<file path="config.mk">
export PLATFORM = sky130hd
export DESIGN_NAME = nibble_serial_add_ctrl
export DESIGN_NICKNAME = d
export VERILOG_FILES = /design/src/rtl/nibble_serial_add_ctrl.sv
export SDC_FILE = /design/constraint.sdc
export NUM_CORES = 1
export LEC_CHECK = 0
export CAP_MARGIN = 5
export CORE_MARGIN = 1.5
export CORE_UTILIZATION = 51
export DETAILED_ROUTE_END_ITERATION = 12
export PLACE_DENSITY = 0.91
export SLEW_MARGIN = 10
export SYNTH_ARGS = -nofsm -noshare
export SYNTH_HDL_FRONTEND = slang
export SYNTH_SLANG_ARGS = --single-unit
</file>
<file path="constraint.sdc">
create_clock -name clk -period 4 [get_ports clk]
set_input_delay 0.4 -clock clk [delete_from_list [all_inputs] [get_ports clk]]
set_output_delay 0.4 -clock clk [all_outputs]
set_load 0.01 [all_outputs]
</file>
<file path="src/rtl/nibble_serial_add_ctrl.sv">
// nibble_serial_add_ctrl
//   Computes a WIDTH-bit add or subtract by reusing one 4-bit ripple-carry slice.
//   Each clock processes one nibble, least-significant first. The carry between
//   nibbles is held in a register. A start/busy/done handshake sequences each
//   operation.
// Ports
//   clk    : clock; all state changes on the rising edge
//   rst_n  : asynchronous, active-low reset
//   start  : operation request; accepted only in IDLE or DONE
//   op_sub : 0 = a + b + cin, 1 = a - b (cin ignored)
//   a, b   : operands, captured on an accepted start
//   cin    : carry-in for add, captured on an accepted start
//   busy   : high while nibbles are being processed
//   done   : one-cycle pulse; sum/cout/ovf are valid
//   sum    : result, held until the next accepted start
//   cout   : carry out of the MSB (subtract: 1 = no borrow)
//   ovf    : signed overflow

module nibble_serial_add_ctrl #(
    parameter int unsigned WIDTH = 16
) (
    input  logic             clk,
    input  logic             rst_n,
    input  logic             start,
    input  logic             op_sub,
    input  logic [WIDTH-1:0] a,
    input  logic [WIDTH-1:0] b,
    input  logic             cin,
    output logic             busy,
    output logic             done,
    output logic [WIDTH-1:0] sum,
    output logic             cout,
    output logic             ovf
);

    localparam int unsigned NIB  = WIDTH / 4;
    localparam int unsigned IDXW = (NIB > 1) ? $clog2(NIB) : 1;

    typedef enum logic [1:0] {
        st_idle,
        st_run,
        st_done
    } state_e;

    state_e           state_q, state_d;
    logic [IDXW-1:0]  idx_q, idx_d;
    logic             carry_q, carry_d;
    logic [WIDTH-1:0] a_q, a_d;
    logic [WIDTH-1:0] b_q, b_d;
    logic [WIDTH-1:0] sum_q, sum_d;
    logic             cout_q, cout_d;
    logic             ovf_q, ovf_d;

    logic             accept;
    logic             last;
    logic [3:0]       nib_a;
    logic [3:0]       nib_b;
    logic [3:0]       nib_s;
    logic [4:0]       c;

    assign accept = start && ((state_q == st_idle) || (state_q == st_done));
    assign last   = (state_q == st_run) && (idx_q == IDXW'(NIB - 1));

    // 4-bit full-adder chain on the current nibble
    always_comb begin
        nib_a = a_q[{idx_q, 2'b00} +: 4];
        nib_b = b_q[{idx_q, 2'b00} +: 4];
        c[0]  = carry_q;
        for (int i = 0; i < 4; i++) begin
            nib_s[i] = nib_a[i] ^ nib_b[i] ^ c[i];
            c[i+1]   = (nib_a[i] & nib_b[i]) | (c[i] & (nib_a[i] ^ nib_b[i]));
        end
    end

    // State register
    always_ff @(posedge clk or negedge rst_n) begin
        if (!rst_n) begin
            state_q <= st_idle;
        end else begin
            state_q <= state_d;
        end
    end

    // Next-state logic
    always_comb begin
        state_d = state_q;
        unique case (state_q)
            st_idle: if (start) state_d = st_run;
            st_run:  if (last)  state_d = st_done;
            st_done: state_d = start ? st_run : st_idle;
            default: state_d = st_idle;
        endcase
    end

    // Output logic
    always_comb begin
        busy = (state_q == st_run);
        done = (state_q == st_done);
        sum  = sum_q;
        cout = cout_q;
        ovf  = ovf_q;
    end

    // Datapath next-state
    always_comb begin
        idx_d   = idx_q;
        carry_d = carry_q;
        a_d     = a_q;
        b_d     = b_q;
        sum_d   = sum_q;
        cout_d  = cout_q;
        ovf_d   = ovf_q;
        if (accept) begin
            // Subtract is a + ~b + 1: invert b once here, force carry-in to 1
            a_d     = a;
            b_d     = b ^ {WIDTH{op_sub}};
            carry_d = op_sub ? 1'b1 : cin;
            idx_d   = '0;
            sum_d   = '0;
            cout_d  = 1'b0;
            ovf_d   = 1'b0;
        end else if (state_q == st_run) begin
            sum_d[{idx_q, 2'b00} +: 4] = nib_s;
            carry_d = c[4];
            if (last) begin
                cout_d = c[4];
                ovf_d  = c[3] ^ c[4];
            end else begin
                idx_d = idx_q + 1'b1;
            end
        end
    end

    // Datapath registers
    always_ff @(posedge clk or negedge rst_n) begin
        if (!rst_n) begin
            idx_q   <= '0;
            carry_q <= 1'b0;
            a_q     <= '0;
            b_q     <= '0;
            sum_q   <= '0;
            cout_q  <= 1'b0;
            ovf_q   <= 1'b0;
        end else begin
            idx_q   <= idx_d;
            carry_q <= carry_d;
            a_q     <= a_d;
            b_q     <= b_d;
            sum_q   <= sum_d;
            cout_q  <= cout_d;
            ovf_q   <= ovf_d;
        end
    end

endmodule

</file>
==> metrics.txt <==
status completed; R2R Path Start idx_q[0]; mux share of post-synthesis cell area 7.431%; largest stage delay on the critical path 0.60 ns; clk_skew 0.005274 ns; DR iter-0 viols 97; Synth Instances 250; H-tree level count 2; Slew @ Worst Pin 1.104 ns; gpl congestion 0.8321; Initial Util 52.74%; RSZ-0062 raised after global routing false; static leakage 0.001520 uW; WP data required 4.15 ns; Post-layout nets 347; Yosys cell types 29; max_slew headroom 26.06%; CTS Buffer Depth 2; Multi-input gate area 1181 sq um; wire per inst 14.28 um; Setup crit start idx_q[0]; Yosys top cell area share 51.09%; largest net degree at the start of global routing 56; Arrival @ worst endpoint 3.26 ns; # hold bufs at CTS 0; Max FO, Critical Path 8; final worst-path cycle share 77.75%; fin crit period 3.110 ns; Core Box Area 5107 sq um; final routed DRC violation total 0; first-pass GRT wire length 8949 um; CTS tree built; Max Slew Vio Count 0; Worst setup EP type flip-flop; Fin Hold WS 0.2082 ns; PD cells 760.5 nW/um^2; clock slew seen by the registers of the worst setup and hold paths 0.09 ns; EDFF count, synth 0; Most used DFF post-synth dfrtp_1; max_cap viols 0; syn nets 296; diode count 0; instance count on the critical path 11; Clock Latency Late Sink 0.30 ns; PortBufs 56; initial antenna violation count 0; average size of a mapped cell 10.78 sq um; maximum VDD drop 0.3595 mV; largest area contributor in the synthesized netlist dfrtp_1; hpwl dp 3953 um; post-route ant nets 0; Die W 75.68 um; register area share after synthesis 51.09%; GR Util All Layers 21.32%; Mapped Area 2694 sq um; I/O pin cnt 57; Chip Height 75.68 um; vias in the first global route 1947; root buf cell clkbuf_8; Simple-Gate Fraction of Synth Area 15.84%; FF+latch area 1376 sq um; clk sinks 55; CTS resizes 0; Ys Warns 0; top cells by area, synth dfrtp_1 (51%), nand2_1 (9.2%), mux4_2 (6.7%); Congestion Overflow GR 0; slowest stage cell, crit path dfrtp_1; critical path, cell by cell mux4_2, inv_1, fa_1, inv_1, fa_1, inv_1, fa_1, inv_1, fa_1, a32oi_1, nor2_1; final wirelength 5314 um; min-delay worst type input pin to asynchronous set/reset pin; Synth Area in Compound Gates 9.336%; post-CTS setup buffer count 0; Setup Viol. Count Final 0; worst r2r dst sum[15]; most frequent cell after synthesis nand2_1; # fillers 402; critical path buffer and inverter count 4; Synth Area in Adders 5.295%; fmax 321.5 MHz; Final Worst Setup Slack 0.8899 ns; CP delay by family, top adder cells; WS Path Type flip-flop to flip-flop; router iterations before antenna repair 4; reg2reg setup slack 0.89 ns; final-report hold violation count 0; Post-synth ARST share 100.0%; share of post-route cells with drive strength above 1 8.609%; R2R cell count 11; cts bufs inserted 5; largest family of logic cells by synthesized area simple AND/OR/NAND/NOR gates; Startpoint Class flip-flop; area grow syn2layout 24.62%; Synth top cells by count nand2_1 (66), dfrtp_1 (55), o21ai_0 (19), xnor2_1 (18), inv_1 (13); die area 5727 sq um; Core Rows 26; xor/xnor cell area share of the yosys netlist 5.852%; Place WS 0.8960 ns; setup TNS 0 ns; number of synthesized register bits 55; via count 1933; vias per cell 5.196
## where the power goes
group	internal [uW]	total (uW)	switching [uW]	leakage, uW
registers	788	965	177	0.000707
clock network	123	292	169	0.0000412
logic	615	1300	681	0.000772
total	1530	2550	1030	0.00152
## worst register-to-register path: cells and delay by family, from the launching register on
kind | cells | cell delay [ns]
multiplexers | 1 | 0.57
flip-flops | 1 | 0.60
AO/OA/AOI/OAI | 1 | 0.21
AND/OR/NAND/NOR | 1 | 0.06
buffers and inverters | 4 | 0.29
adder cells (fa/ha/maj) | 4 | 1.25
## how the worst max path moves through the flow
stage | endpoint | slack (ns)
final | sum[15] | 0.89
after global routing | ovf | 0.65
after CTS | sum[15] | 0.85
after detailed placement | sum[15] | 0.90
after global placement | sum[15] | 0.99
after floorplan | ovf | 1.11
## sequential cells by signal, indices dropped and copies added (netlist names)
name	cells
idx_q	2
state_q	2
sum	16
cout	1
a_q	16
carry_q	1
ovf	1
b_q	16
## metrics by stage
| stage | total power (uW) | utilization [%] | area (sq um) | instances |
|---|---|---|---|---|
| after floorplan | 1837 | - | 2694 | 250 |
| after global placement | 2199 | 64.06 | 3272 | 364 |
| after detailed placement | 2276 | 64.06 | 3272 | 364 |
| after CTS | 2577 | 65.73 | 3357 | 372 |
| after global routing | 2771 | 65.73 | 3357 | 372 |
| final | 2553 | 65.73 | 3357 | 372 |
## cells by family after synthesis
group	Yosys count
AOI/OAI and AO/OA	37
muxes	10
DFF	55
and+or+nand+nor	93
buffers and inverters	28
xor gates and xnor gates	18
adders and majority gates	9
## layer usage
metal / track usage [%] / vias up / part of all wire [%]
li1: - / 930 / -
met1: 25.80 / 929 / 42
met5: 0 / - / 0
met4: 8.730 / 0 / 2.6
met3: 4.233 / 12 / 3.8
met2: 37.43 / 62 / 52
## cells in the final DEF (no fill, tap or decap), types with 2 or more instances in the layout
cell type	netlist	final
nor2b_1	4	3
nand3_1	3	3
a32oi_1	4	4
buf_4	6	3
mux4_2	8	8
dfrtp_1	55	55
clkbuf_8	0	5
o21ai_0	19	19
fa_1	4	4
a21oi_2	2	2
clkdlybuf4s50_1	0	55
a32o_1	2	2
a22o_1	8	8
nand2_1	66	66
ha_1	5	5
xnor2_1	18	18
and3_4	2	2
nand3b_1	3	3
inv_1	13	13
nor2_1	8	8
mux2i_1	2	2
## area by class of cell
type | instances | share of cell area (%)
well taps | 70 | 2.609
flip-flops and latches | 55 | 41.00
clock inverters | 2 | 0.3727
clock buffers | 6 | 2.162
inverters | 13 | 1.454
repair buffers | 59 | 17.22
multi-input cells | 167 | 35.18
Power figures use the tool's default switching activity.
